File: config.mk
export PLATFORM = sky130hd
export DESIGN_NAME = div_sequencer
export DESIGN_NICKNAME = d
export VERILOG_FILES = /design/src/rtl/div_sequencer.sv
export SDC_FILE = /design/constraint.sdc
export NUM_CORES = 1
export LEC_CHECK = 0
export ABC_AREA = 1
export CORE_MARGIN = 10
export CORE_UTILIZATION = 45
export DETAILED_ROUTE_END_ITERATION = 10
export PLACE_DENSITY_LB_ADDON = 0.08
export SETUP_SLACK_MARGIN = 0.2
export SLEW_MARGIN = 30
export SYNTH_ARGS = -nofsm -noshare
export SYNTH_HDL_FRONTEND = slang
export SYNTH_SLANG_ARGS = --single-unit
File: constraint.sdc
create_clock -name clk -period 3.1 [get_ports clk]
set_clock_uncertainty 0.05 [all_clocks]
set_input_delay 0.93 -clock clk [delete_from_list [all_inputs] [get_ports clk]]
set_output_delay 0.93 -clock clk [all_outputs]
set_load 0.02 [all_outputs]
File: src/rtl/div_sequencer.sv
// div_sequencer: multi-cycle RV32M DIV/DIVU/REM/REMU engine.
// Restoring shift-subtract, one trial subtraction per cycle, then sign fix-up.
module div_sequencer #(
    parameter int unsigned XLEN  = 32,
    parameter int unsigned CNT_W = 6
) (
    input  logic            clk,
    input  logic            rst,
    input  logic            start,
    input  logic            kill,
    input  logic [1:0]      op,
    input  logic [XLEN-1:0] dividend,
    input  logic [XLEN-1:0] divisor,
    output logic            busy,
    output logic            done,
    output logic [XLEN-1:0] result,
    output logic            dz
);

    localparam logic [XLEN-1:0] MIN_NEG  = {1'b1, {(XLEN-1){1'b0}}};
    localparam logic [XLEN-1:0] ALL_ONES = {XLEN{1'b1}};

    typedef enum logic [2:0] {
        S_IDLE = 3'd0,
        S_CALC = 3'd1,
        S_SIGN = 3'd2,
        S_FAST = 3'd3,
        S_DONE = 3'd4
    } state_e;

    state_e           state_q, state_d;
    logic [CNT_W-1:0] cnt_q, cnt_d;
    logic [XLEN-1:0]  quo_q, quo_d;
    logic [XLEN-1:0]  rem_q, rem_d;
    logic [XLEN-1:0]  dsr_q, dsr_d;
    logic [XLEN-1:0]  result_q, result_d;
    logic             rem_sel_q, rem_sel_d;
    logic             neg_quo_q, neg_quo_d;
    logic             neg_rem_q, neg_rem_d;
    logic             busy_q, busy_d;
    logic             done_q, done_d;
    logic             dz_q, dz_d;

    logic             accept;
    logic             in_signed;
    logic             a_neg;
    logic             b_neg;
    logic             special;
    logic [XLEN-1:0]  abs_a;
    logic [XLEN-1:0]  abs_b;
    logic [XLEN-1:0]  rem_sh;
    logic [XLEN-1:0]  quo_sh;
    logic [XLEN:0]    trial;
    logic [XLEN-1:0]  quo_fix;
    logic [XLEN-1:0]  rem_fix;

    // Operand conditioning at capture time and the per-cycle shift/trial-subtract path
    always_comb begin
        in_signed = ~op[0];
        a_neg     = in_signed & dividend[XLEN-1];
        b_neg     = in_signed & divisor[XLEN-1];
        abs_a     = a_neg ? -dividend : dividend;
        abs_b     = b_neg ? -divisor : divisor;
        special   = (divisor == '0) ||
                    (in_signed && (dividend == MIN_NEG) && (divisor == ALL_ONES));
        accept    = (state_q == S_IDLE) && start && !kill && !done_q;
        rem_sh    = {rem_q[XLEN-2:0], quo_q[XLEN-1]};
        quo_sh    = {quo_q[XLEN-2:0], 1'b0};
        trial     = {1'b0, rem_sh} - {1'b0, dsr_q};
        quo_fix   = neg_quo_q ? -quo_q : quo_q;
        rem_fix   = neg_rem_q ? -rem_q : rem_q;
    end

    // Next-state and registered-output logic
    always_comb begin
        state_d   = state_q;
        cnt_d     = cnt_q;
        quo_d     = quo_q;
        rem_d     = rem_q;
        dsr_d     = dsr_q;
        rem_sel_d = rem_sel_q;
        neg_quo_d = neg_quo_q;
        neg_rem_d = neg_rem_q;
        result_d  = result_q;
        dz_d      = dz_q;
        done_d    = (state_q == S_DONE);
        busy_d    = 1'b0;

        case (state_q)
            S_IDLE: begin
                if (accept) begin
                    rem_sel_d = op[1];
                    neg_quo_d = a_neg ^ b_neg;
                    neg_rem_d = a_neg;
                    rem_d     = '0;
                    dsr_d     = abs_b;
                    dz_d      = 1'b0;
                    // Special cases keep the raw dividend: REM-by-zero returns it verbatim
                    quo_d     = special ? dividend : abs_a;
                    if (special) begin
                        state_d = S_FAST;
                    end else begin
                        state_d = S_CALC;
                        cnt_d   = CNT_W'(XLEN);
                    end
                end
            end
            S_CALC: begin
                if (kill) begin
                    state_d = S_IDLE;
                end else begin
                    quo_d = quo_sh;
                    rem_d = rem_sh;
                    if (!trial[XLEN]) begin
                        rem_d    = trial[XLEN-1:0];
                        quo_d[0] = 1'b1;
                    end
                    cnt_d = cnt_q - CNT_W'(1);
                    if (cnt_q == CNT_W'(1)) begin
                        state_d = S_SIGN;
                    end
                end
            end
            S_SIGN: begin
                if (kill) begin
                    state_d = S_IDLE;
                end else begin
                    result_d = rem_sel_q ? rem_fix : quo_fix;
                    state_d  = S_DONE;
                end
            end
            S_FAST: begin
                if (kill) begin
                    state_d = S_IDLE;
                end else begin
                    // Zero divisor leaves dsr at zero; otherwise this is signed overflow
                    if (dsr_q == '0) begin
                        result_d = rem_sel_q ? quo_q : ALL_ONES;
                        dz_d     = 1'b1;
                    end else begin
                        result_d = rem_sel_q ? '0 : MIN_NEG;
                    end
                    state_d = S_DONE;
                end
            end
            S_DONE: begin
                state_d = S_IDLE;
            end
            default: begin
                state_d = S_IDLE;
            end
        endcase

        busy_d = (state_d != S_IDLE);
    end

    // State and datapath registers with synchronous reset
    always_ff @(posedge clk) begin
        if (rst) begin
            state_q   <= S_IDLE;
            cnt_q     <= '0;
            quo_q     <= '0;
            rem_q     <= '0;
            dsr_q     <= '0;
            rem_sel_q <= 1'b0;
            neg_quo_q <= 1'b0;
            neg_rem_q <= 1'b0;
            result_q  <= '0;
            busy_q    <= 1'b0;
            done_q    <= 1'b0;
            dz_q      <= 1'b0;
        end else begin
            state_q   <= state_d;
            cnt_q     <= cnt_d;
            quo_q     <= quo_d;
            rem_q     <= rem_d;
            dsr_q     <= dsr_d;
            rem_sel_q <= rem_sel_d;
            neg_quo_q <= neg_quo_d;
            neg_rem_q <= neg_rem_d;
            result_q  <= result_d;
            busy_q    <= busy_d;
            done_q    <= done_d;
            dz_q      <= dz_d;
        end
    end

    assign busy   = busy_q;
    assign done   = done_q;
    assign result = result_q;
    assign dz     = dz_q;

endmodule

# Word-level counts from Yosys, hierarchy flattened
# Cells that the tools add are included.
[word_totals]
register_bits = 143
wordCells = 90
[classes]
n_addsub = 6
n_eq_ne = 13
mux = 34
bitwise = 4
reduce_logical = 21
[ops]
columns = ["operator", "count"]
rows = [
  ["32-bit two-way mux", 16],
  ["32-bit case mux with 2 select lines", 3],
  ["32-bit negator", 4],
  ["32-bit equality test (second input constant)", 2],
  ["32-bit zero test", 2],
  ["32-bit by 32-bit subtractor with 33-bit output", 1],
  ["6-bit two-way mux", 3],
  ["3-bit two-way mux", 4],
  ["2-bit != test (second input constant)", 6],
  ["6-bit case mux with 2 select lines", 1],
  ["3-bit case mux with 3 select lines", 1],
  ["4-bit AND reduction", 2],
  ["3-bit by 2-bit equality test with 1-bit output (second input constant)", 2],
  ["6-bit by 1-bit equality test with 1-bit output (second input constant)", 1],
  ["3-bit AND reduction", 2],
  ["2-bit nonzero test", 3],
  ["6-bit by 1-bit subtractor with 6-bit output (second input constant)", 1],
  ["1-bit logical AND", 5],
  ["1-bit two-way mux", 4],
  ["3-bit by 1-bit equality test with 1-bit output (second input constant)", 1],
  ["3-bit equality test (second input constant)", 1],
  ["3-bit zero test", 1],
  ["3-bit nonzero test", 1],
  ["1-bit bitwise AND", 2],
  ["8 further kinds", 9],
]

# Longest topological paths before layout
# Gate-level depths: netlist (run 1).
[depth]
depth_word = 8
ltp_mapped = 17

# Least setup slack after synthesis (run 1)
# OpenSTA, ideal clock, no wires.
[synth_timing]
path_kind = "input to register"
start = "input dividend[1]"
end = "register quo_q[11]"
setup_time_ps = 132
arrival_time_ps = 2297
path_slack_ps = 621
cell_stages = 14
path_buffers = 1
path_cell_list = "inv_1 > ha_1 > nand2_2 > nor2_2 > nand2_1 > nor2_1 > nand3_1 > nand2_2 > inv_2 > buf_2 > nand2_1 > nand3_1 > nand2_1 > a21oi_1"
[synth_via]
elab_chain_cells = 7
elab_cells_between_ends = 9
classes_between = "add/sub: 1; eq/ne: 1; mux: 4; reduce/logical: 3"
[synth_rtl]
columns = ["element", "line_no", "text"]
rows = [
  ["from (decl)", "12", "input logic [XLEN-1:0] dividend,"],
  ["parallel branches: the longest is 4 deep, another holds 32-bit negator", "-", ""],
  ["32-bit two-way mux *", "99", "quo_d = special ? dividend : abs_a;"],
  ["32-bit two-way mux *", "91", "if (accept) begin"],
  ["32-bit case mux with 2 select lines *", "89", "case (state_q)"],
  ["to (signal assigned)", "175", "quo_q <= quo_d;"],
  ["to (decl)", "33", "logic [XLEN-1:0] quo_q, quo_d;"],
]
# Mark *: on every way between the ends. The select of a mux whose other input is x is not followed.
# A chain may end at the register's enable or synchronous reset.

# Worst setup path after layout (run 1)
[layout_timing]
start = "input divisor[1]"
end = "register quo_q[17]"
[layout_via]
elab_chain_cells = 6
elab_cells_between_ends = 7
classes_between = "eq/ne: 1; mux: 3; reduce/logical: 3"
[layout_rtl]
columns = ["element", "line_no", "text"]
rows = [
  ["from (decl)", "13", "input logic [XLEN-1:0] divisor,"],
  ["32-bit equality test", "65", "(in_signed && (dividend == MIN_NEG) && (divisor == ALL_ONES));"],
  ["1-bit logical AND", "65", ""],
  ["1-bit logical OR *", "64", "special = (divisor == '0) ||"],
  ["32-bit two-way mux *", "99", ""],
  ["32-bit two-way mux *", "91", ""],
  ["32-bit case mux with 2 select lines *", "89", ""],
]
# Mark *: on every way between the ends. The rest lies on a longest branch, timed or not. The select of a mux whose other input is x is not followed.

==> results of run 1 <==
-- power breakdown --
group / switching, W / internal (W) / leakage [nW]
clock: 0.000922 / 0.00113 / 0.275
combinational: 0.00101 / 0.000546 / 6.34
sequential: 0.0000914 / 0.00191 / 1.16
total: 0.00202 / 0.00359 / 7.78
-- area by class of cell --
cell class                 instances  area (sq um)  share of cell area, %
timing repair buffer             196          1798                  11.53
inverter                         322          1211                  7.765
clock inverter                    14         150.1                 0.9626
tap                              384         480.5                  3.080
sequential                       143          2864                  18.36
multi-input combinational       1795          8668                  55.57
clock buffer                      17         425.4                  2.727
-- kinds of logic after synthesis --
kind of cell	count (synthesis)	synth area share, %
compound gates	467	18.56
buf+inv	417	12.55
mux	1	0.08555
xor+xnor	46	3.061
simple gates	1241	40.13
flops	143	21.75
fa+ha+maj	40	3.859
-- layer usage --
layer	up-vias	part of all wire [%]
met1	7115	48
li1	7903	-
met4	0	2.1
met2	582	42
met5	-	0
met3	59	7.1
-- worst max-delay path by stage --
stage	endpoint	slack, ns	cells past startpoint
final	quo_q[17]	0.40	14
after global routing	quo_q[7]	0.21	14
after CTS	rem_q[29]	0.36	16
after detailed placement	quo_q[17]	-0.07	14
after global placement	quo_q[17]	-0.04	14
after floorplan	quo_q[11]	0.62	14
-- critical path, stage by stage --
cell and delay (ns):
clkdlybuf4s50_1 0.47, inv_1 0.08, ha_1 0.15, nand3_1 0.13
nor2_1 0.17, nand2_1 0.11, inv_1 0.06, nand4_1 0.18
nand2_2 0.19, buf_6 0.19, nand2_1 0.07, nand3_1 0.11
nand2_1 0.06, a21oi_1 0.11
-- metrics by stage --
step | total power (W) | instances | area (sq um) | setup WS [ns] | TNS (ns)
floorplan | 0.003001 | 2355 | 13160 | 0.6205 | 0
detailed placement | 0.003552 | 2839 | 14970 | -0.07117 | -0.7945
finish | 0.005614 | 2871 | 15600 | 0.4017 | 0
CTS | 0.005596 | 2870 | 15550 | 0.3566 | 0
global route | 0.005900 | 2871 | 15600 | 0.2056 | 0
global placement | 0.003546 | 2839 | 14970 | -0.03885 | -0.3577
-- cell usage in the layout (no fill, tap or decap), types with 5 or more instances in the layout --
master	netlist	layout
a21oi_1	224	224
nand2_1	666	666
dfxtp_1	143	142
nand4_1	42	42
inv_6	0	5
o21ai_0	189	189
o31ai_1	6	6
a31oi_1	15	15
o21ai_1	8	8
o21bai_1	5	5
clkdlybuf4s50_1	0	103
ha_1	39	39
nor4_1	5	5
nor2_1	210	209
xor2_1	32	32
inv_1	310	309
nand3_1	251	251
xnor2_1	14	14
nor2_2	11	12
clkbuf_16	0	18
inv_2	12	11
nor3_1	28	27
buf_4	1	86
nand3b_1	9	9
-- flip-flops by register name, indices dropped and copies added (netlist names) --
register and count:
rem_sel_q 1, state_q 3, dz 1, cnt_q 6
result 32, rem_q 32, dsr_q 32, done 1
neg_rem_q 1, busy 1, quo_q 32, neg_quo_q 1
==> flow_summary.json, run 1 <==
{
  "maxSlewHeadroom_pct": 44.89,
  "cts_setup_buffers": 0,
  "synthFlopType": "dfxtp_1",
  "postSynthAreaPerCell_sq_um": 5.589,
  "n_antenna_cell": 0,
  "grt_pass1_wl_microns": 77290,
  "yosys_warnings": 0,
  "synth_seq_area_share_pct": 21.75,
  "antenna_found_initial": 0,
  "die_h_microns": 191.0,
  "synth-edff-count": 0,
  "post-route-drc-count": 0,
  "fin_crit_ns": 2.698,
  "dieArea_sq_um": 36490,
  "ant_nets": 0,
  "outcome": "complete, no violations",
  "nets": 2585,
  "worst_hold_path.num_cells": 2,
  "track_usage_pct": 26.19,
  "cts_tree": "done",
  "yosysTopAreaCellShare_pct": 21.75,
  "final.period_utilization_pct": 87.04,
  "drt_iter0_markers": 1687,
  "drv_slew": 0,
  "grt_max_degree": 74,
  "setup_viol": 0,
  "use_met2_pct": 39.33,
  "place_congestion": 0.9812,
  "area_growth_pct": 18.50,
  "r2r_end": "rem_q[30]",
  "cts_hold_buffers": 0,
  "hp-class": "reg2reg",
  "numClockSinks": 143,
  "cts-root-buf": "clkbuf_16",
  "hpwl_microns": 38860,
  "drv_cap": 0,
  "start_util_pct": 45.74,
  "io-pin-count": 105,
  "met3_usage_pct": 3.407,
  "arrival_ns": 3.01,
  "post_drt_via_cell_ratio": 5.454,
  "synth_nets": 2465,
  "synth_cell_types": 46,
  "reg2regPathDepth": 16,
  "yosys.area.top_type": "dfxtp_1",
  "clk_pin_slew_worst_paths_ns": 0.07,
  "timing.final.hold_violations": 0,
  "setup.worst_path.start": "divisor[1]",
  "crit_path_end_kind": "flop",
  "hp-start": "dsr_q[31]",
  "grt_pass1_vias": 14400,
  "busiest_layer": "met2",
  "vdd_ir_drop_max_mv": 0.3804,
  "reg2reg_slack_ns": 0.48,
  "p_leak_nw": 7.780,
  "yosys-top-cells-count": "666 x nand2_1, 310 x inv_1, 251 x nand3_1",
  "fmax_ghz": 0.3706,
  "syn_area_sq_um": 13160,
  "io_buffers": 104,
  "die_w_microns": 191.0,
  "criticalPathCategory": "in2reg",
  "syn_inst": 2355,
  "rsz0062_at_grt": "false",
  "wl_microns": 48990,
  "clkLatencyLatePin_ns": 0.44,
  "fp.coreArea_sq_um": 28780,
  "n_fill_cell": 3102,
  "grt_remaining_overflow": 0,
  "vias": 15660,
  "holdWs_ns": 0.4181,
  "num_rows": 62,
  "final_util_pct": 54.20,
  "cts-buffers-inserted": 17,
  "clockBufferDepth": 2,
  "cts_resized": 0,
  "grt_use_met1_pct": 38.09,
  "postSynth.asyncResetShare_pct": 0,
  "worst_slew_pin_slew_ns": 0.8267,
  "routedWlPerCell_microns": 17.07,
  "startpoint_type": "primary input",
  "hold_end": "dsr_q[31]",
  "synth_area_leaders": "dfxtp_1 22%, nand2_1 19%, nand3_1 9.5%, inv_1 8.8%, a21oi_1 8.5%",
  "r2r-start": "quo_q[31]",
  "cts_max_level": 4,
  "synth-seq-cells": 143,
  "cp_max_fo": 17,
  "p_per_area_nw_per_um2": 359.9,
  "cp.required_ns": 3.41,
  "synthMostInstantiatedCell": "nand2_1",
  "drtPass1Iterations": 6,
  "drive_above_1_share_pct": 6.916
}
Note: power is estimated with default switching activity, not from simulation.
==> inputs of run 2 (changes only) <==
- ABC_AREA: 1 -> default
==> run 2 against run 1 <==
Net effect:
- utilization rose by 11 points
- register-to-register slack got worse by 0.45 ns
- hold slack got worse by 0.0075 ns
- via count fell by 21%
- die area fell by 17%
- first-iteration DRC count fell by 23%
- sequential share of layout area rose by 0.50 points
- largest power group unchanged
- highest routed layer unchanged
==> flow_summary.json, run 2 <==
{
  "power.total_w": 0.005720,
  "track_usage_pct": 25.42,
  "dp.cells": 2031,
  "outcome": "complete, no violations",
  "io_buffers": 104,
  "maxSlewHeadroom_pct": 42.33,
  "arrival_ns": 3.33,
  "drt_iter0_markers": 1295,
  "postSynth.asyncResetShare_pct": 0,
  "startpoint_type": "flop",
  "synthFlopType": "dfxtp_1",
  "hp-class": "reg2reg",
  "cts_tree": "done",
  "start_util_pct": 45.72,
  "syn_area_sq_um": 10730,
  "grt_max_degree": 40,
  "grt_pass1_wl_microns": 63930,
  "criticalPathCategory": "reg2reg",
  "worstPathCellList": "or3_4, or4_4, or4b_4, or3_4, buf_4, o31ai_4, nor3_2, a211oi_2, buf_4, nor3_2",
  "final.period_utilization_pct": 99.13,
  "rsz0062_at_grt": "true",
  "synth_area_leaders": "dfxtp_1 27%, a21oi_1 6.5%, nor2_1 5.9%, xnor2_1 5.9%, nand2_1 5.1%",
  "critPathTopFamily": "simple AND/OR/NAND/NOR gates",
  "synth_cell_types": 78,
  "num_rows": 56,
  "io-pin-count": 105,
  "area_growth_pct": 42.18,
  "hp-start": "result[6]",
  "drv_slew": 0,
  "n_fill_cell": 2052,
  "dieArea_sq_um": 30430,
  "most-common-layout-cells": "233 x buf_4, 161 x nor2_1, 146 x nand2_1, 133 x dfxtp_1, 121 x a21oi_1",
  "die_w_microns": 174.4,
  "holdWs_ns": 0.4106,
  "syn_inst": 1475,
  "r2r-start": "quo_q[8]",
  "cts_max_level": 4,
  "clkLatencyLatePin_ns": 0.44,
  "p_per_area_nw_per_um2": 374.9,
  "yosys-top-cells-count": "168 x nor2_1, 147 x nand2_1, 143 x dfxtp_1",
  "fmax_ghz": 0.3254,
  "worst_slew_pin_slew_ns": 0.8560,
  "yosys.area.top_type": "dfxtp_1",
  "nets": 1873,
  "synth-edff-count": 0,
  "mostFrequentLayoutCell": "buf_4",
  "stdcell_count": 2094,
  "drv_cap": 0,
  "setup_viol": 0,
  "synthMostInstantiatedCell": "nor2_1",
  "n_antenna_cell": 0,
  "setup.worst_path.start": "quo_q[8]",
  "fp.coreArea_sq_um": 23470,
  "post-route-drc-count": 0,
  "wl_microns": 40300,
  "antenna_found_initial": 0,
  "die_h_microns": 174.4,
  "final_util_pct": 65.01,
  "crit_buf_inv": 2,
  "yosysTopAreaCellShare_pct": 26.67,
  "synth_seq_area_share_pct": 26.67,
  "cts-root-buf": "clkbuf_16",
  "routedWlPerCell_microns": 19.24,
  "grt_pass1_vias": 11580,
  "timing.final.hold_violations": 0,
  "numClockSinks": 143,
  "grt_remaining_overflow": 0,
  "ant_nets": 0,
  "postSynthAreaPerCell_sq_um": 7.276,
  "vias": 12360,
  "cp.required_ns": 3.36,
  "cp_slowest_cell": "or4b_4",
  "drive_above_1_share_pct": 24.51,
  "p_leak_nw": 6.181,
  "clk_pin_slew_worst_paths_ns": 0.07,
  "drtPass1Iterations": 7,
  "post_drt_via_cell_ratio": 5.903,
  "place_congestion": 0.9424,
  "reg2reg_slack_ns": 0.03,
  "cpPeakStageDelay_ns": 0.51,
  "yosys_warnings": 0,
  "fin_crit_ns": 3.073,
  "synth_nets": 1585,
  "vdd_ir_drop_max_mv": 0.3473,
  "hpwl_microns": 29870,
  "clockBufferDepth": 2,
  "crit_path_end_kind": "flop",
  "cp_max_fo": 4,
  "synth-seq-cells": 143,
  "cts-buffers-inserted": 17
}
run 2: changes by cell type after synthesis, sizes merged, moves of 26 or more:
cell	change
nor2	-58
a21oi	-88
buf	-29
nor3	+38
nand3	-233
nand2	-526
xnor2	+58
a211oi	+46
nand4	-26
o21ai	-90
inv	-264
run 2: cell families (layout without fill, tap and decap cells):
kind of cell             Yosys count  count (layout)  synth area share (%)
flip-flops                       143             143                 26.67
multiplexers                      12              12                 1.119
buffers and inverters            150             449                 5.841
AO/OA/AOI/OAI                    462             463                 27.31
AND/OR/NAND/NOR                  554             554                 25.02
XOR/XNOR                         114             114                 9.303
adder cells (fa/ha/maj)           40              40                 4.733
run 2: worst min-delay path, delay by kind of cell, from the launching register on:
family	cells	cell delay, ns
AOI/OAI and AO/OA	1	0.05
DFF	1	0.32
and+or+nand+nor	1	0.05
run 2: metal layers:
metal / routed length [microns] / share of wire [%] / global-route usage (%) / vias up
met2: 17290 / 43 / 37.71 / 583
li1: - / - / - / 5961
met1: 18800 / 47 / 36.36 / 5752
met4: 839 / 2.1 / 7.303 / 0
met5: 0 / 0 / 0 / -
met3: 3369 / 8.4 / 4.810 / 65
run 2: cell type report:
type | count | area, sq um | share of cell area, %
clock buffers | 17 | 425.4 | 2.788
clock inverters | 14 | 202.7 | 1.328
inverters | 58 | 217.7 | 1.427
multi-input cells | 1183 | 7996 | 52.40
flip-flops and latches | 143 | 2878 | 18.86
well taps | 319 | 399.1 | 2.616
repair buffers | 360 | 3141 | 20.58
run 2: worst paths after layout:
kind	to	cells past startpoint
setup reg to reg	result[29]	10
setup / recovery	result[29]	10
hold reg to reg	result[6]	2
hold / removal	result[6]	2
run 2: where the power goes:
group | total, W | switching (W) | internal [W]
sequential | 0.00198 | 0.0000793 | 0.00190
combinational | 0.00148 | 0.000802 | 0.000678
clock | 0.00226 | 0.000898 | 0.00136
run 2: per-stage QoR:
stage | setup slack [ns] | setup TNS [ns] | cell area, sq um
2_1_floorplan | 0.02488 | 0 | 10840
3_3_place_gp | -0.3971 | -19.58 | 13640
3_5_place_dp | -0.5225 | -24.88 | 13640
4_1_cts | -0.006139 | -0.006139 | 14770
5_1_grt | -0.01695 | -0.02907 | 15260
6_report | 0.02712 | 0 | 15260
run 2: timing repair:
action / 4_1_cts / 5_1_grt
pin swaps: 52 / 61
buffers inserted: 15 / 12
setup endpoints to repair: 92 / 93
hold buffers: 0 / 0
gates cloned: 4 / 1
gates resized for setup: 110 / 102
==> RTL change, RTL diff (settings of run 1) <==
Re-encode `state_e` (5 states) as Gray code, 3 bits wide.
--- a/src/rtl/div_sequencer.sv
+++ b/src/rtl/div_sequencer.sv
@@ -21,11 +21,11 @@
     localparam logic [XLEN-1:0] ALL_ONES = {XLEN{1'b1}};
 
     typedef enum logic [2:0] {
-        S_IDLE = 3'd0,
-        S_CALC = 3'd1,
-        S_SIGN = 3'd2,
-        S_FAST = 3'd3,
-        S_DONE = 3'd4
+        S_IDLE = 3'b000,
+        S_CALC = 3'b001,
+        S_SIGN = 3'b011,
+        S_FAST = 3'b010,
+        S_DONE = 3'b110
     } state_e;
 
     state_e           state_q, state_d;
Formal check against the unedited RTL: same outputs for any inputs over 4 cycles, from zero or initial values and one cycle with rst high; so few cycles prove little.
==> RTL change against run 1 <==
  * Sequential share of layout area hardly changed
  * Setup slack worse by 50 ps
  * Global-route usage hardly changed
  * Final area is 0.15% higher
  * Critical path type is now reg -> reg
  * Routed wire length is 0.55% lower
  * Power is 1.1% higher
  * Sequential cell count stayed put
  * Synthesized area is 0.33% lower
==> RTL change: results (changes against run 1) <==
[worst_setup_path]
critPathLaunch = quo_q[31]  ; was divisor[1]
worst_path_max_delay_cell = fa_1  ; was clkdlybuf4s50_1
cpPeakStageDelay_ps = 400  ; was 470 ps
r2r_setup_slack_ps = 350  ; was 480 ps
crit_fanout = 11  ; was 17
r2r_end = rem_q[21]  ; was rem_q[30]

[sta]
tightest_slew_ps = 904.7  ; was 826.7 ps

[pwr]
combPwrFrac = 0.269  ; was 0.277
leakage_nw = 7.747  ; was 7.780 nW
p_int_w = 0.003664  ; was 0.003592 W
p_clk_w = 0.00215  ; was 0.00206 W
ir_drop_mv = 0.3566  ; was 0.3804 mV
p_per_area_nw_per_um2 = 363.3  ; was 359.9 nW/um2

[route]
met2_length_um = 21010  ; was 20740 um
drt_iter0_markers = 1454  ; was 1687
route.met3.wl_um = 3544  ; was 3469 um
vias = 15770  ; was 15660
drt-met1-wl_um = 22940  ; was 23740 um
drt-total-wl_um = 48730  ; was 48990 um
dr.pass1.iters = 6  ; unchanged

[final_layout]
nets = 2583  ; was 2585
fillCellCount = 3068  ; was 3102
drive_above_1_share = 0.07039  ; was 0.06916

[synth]
ys_types = 44  ; was 46
synth_nets = 2467  ; was 2465
synth_compound_area_frac = 0.1807  ; was 0.1856
yosys-mux-area-fraction = 0  ; was 0.0008555
synth_area_leaders = dfxtp_1 22%, nand2_1 20%, nand3_1 9.2%, inv_1 8.1%, a21oi_1 8.0%  ; was dfxtp_1 22%, nand2_1 19%, nand3_1 9.5%, inv_1 8.8%, a21oi_1 8.5%
async_flop_share = 0  ; unchanged
yosysSeqAreaShare = 0.2182  ; was 0.2175
ys_top_cells_by_count = 695 x nand2_1, 284 x inv_1, 240 x nand3_1, 229 x nor2_1, 209 x a21oi_1  ; was 666 x nand2_1, 310 x inv_1, 251 x nand3_1, 224 x a21oi_1, 210 x nor2_1
synthAdderAreaFrac = 0.03872  ; was 0.03859
synthXorXnorAreaFrac = 0.03071  ; was 0.03061

[placed_design]
hpwl_um = 38530  ; was 38860 um
gp_congestion = 1.004  ; was 0.9812

[global_routing]
grt_pass1_wl_um = 76850  ; was 77290 um
grt_usage = 0.2617  ; was 0.2619
use_met2 = 0.3976  ; was 0.3933
grt_max_degree = 62  ; was 74
met1_usage = 0.3677  ; was 0.3809
use_met3 = 0.04426  ; was 0.03407
first_global_vias = 14310  ; was 14400

[run_status]
status = completed  ; unchanged

[clock_network]
post_cts_buffers = 0  ; unchanged
cts_max_level = 4  ; unchanged

==> RTL change: area by class of cell <==
cell class | count | share of cell area
Clock buffer | 17 | 0.02723
Clock inverter | 15 | 0.01105
Inverter | 301 | 0.07233
Multi-Input combinational cell | 1817 | 0.5599
Sequential cell | 143 | 0.1833
Tap cell | 384 | 0.03076
Timing Repair Buffer | 193 | 0.1155
==> RTL change: per-stage QoR <==
stage	TNS, ps	hold WS, ps	setup slack [ps]	std cells	instance area [um2]
2_1_floorplan	0	384.7	533.5	2357	13120
4_1_cts	0	422.3	343.4	2870	15620
3_5_place_dp	-930.8	412.1	-107.4	2838	15020
6_report	0	424.1	352.0	2870	15620
5_1_grt	0	462.6	210.5	2870	15620
3_3_place_gp	-364.8	406.7	-76.38	2838	15020
==> RTL change: tightest hold or removal path, cell delays in order, from the launching register on <==
cell     delay [ps]
dfxtp_1         310
nand2_1          60
a21oi_1          60
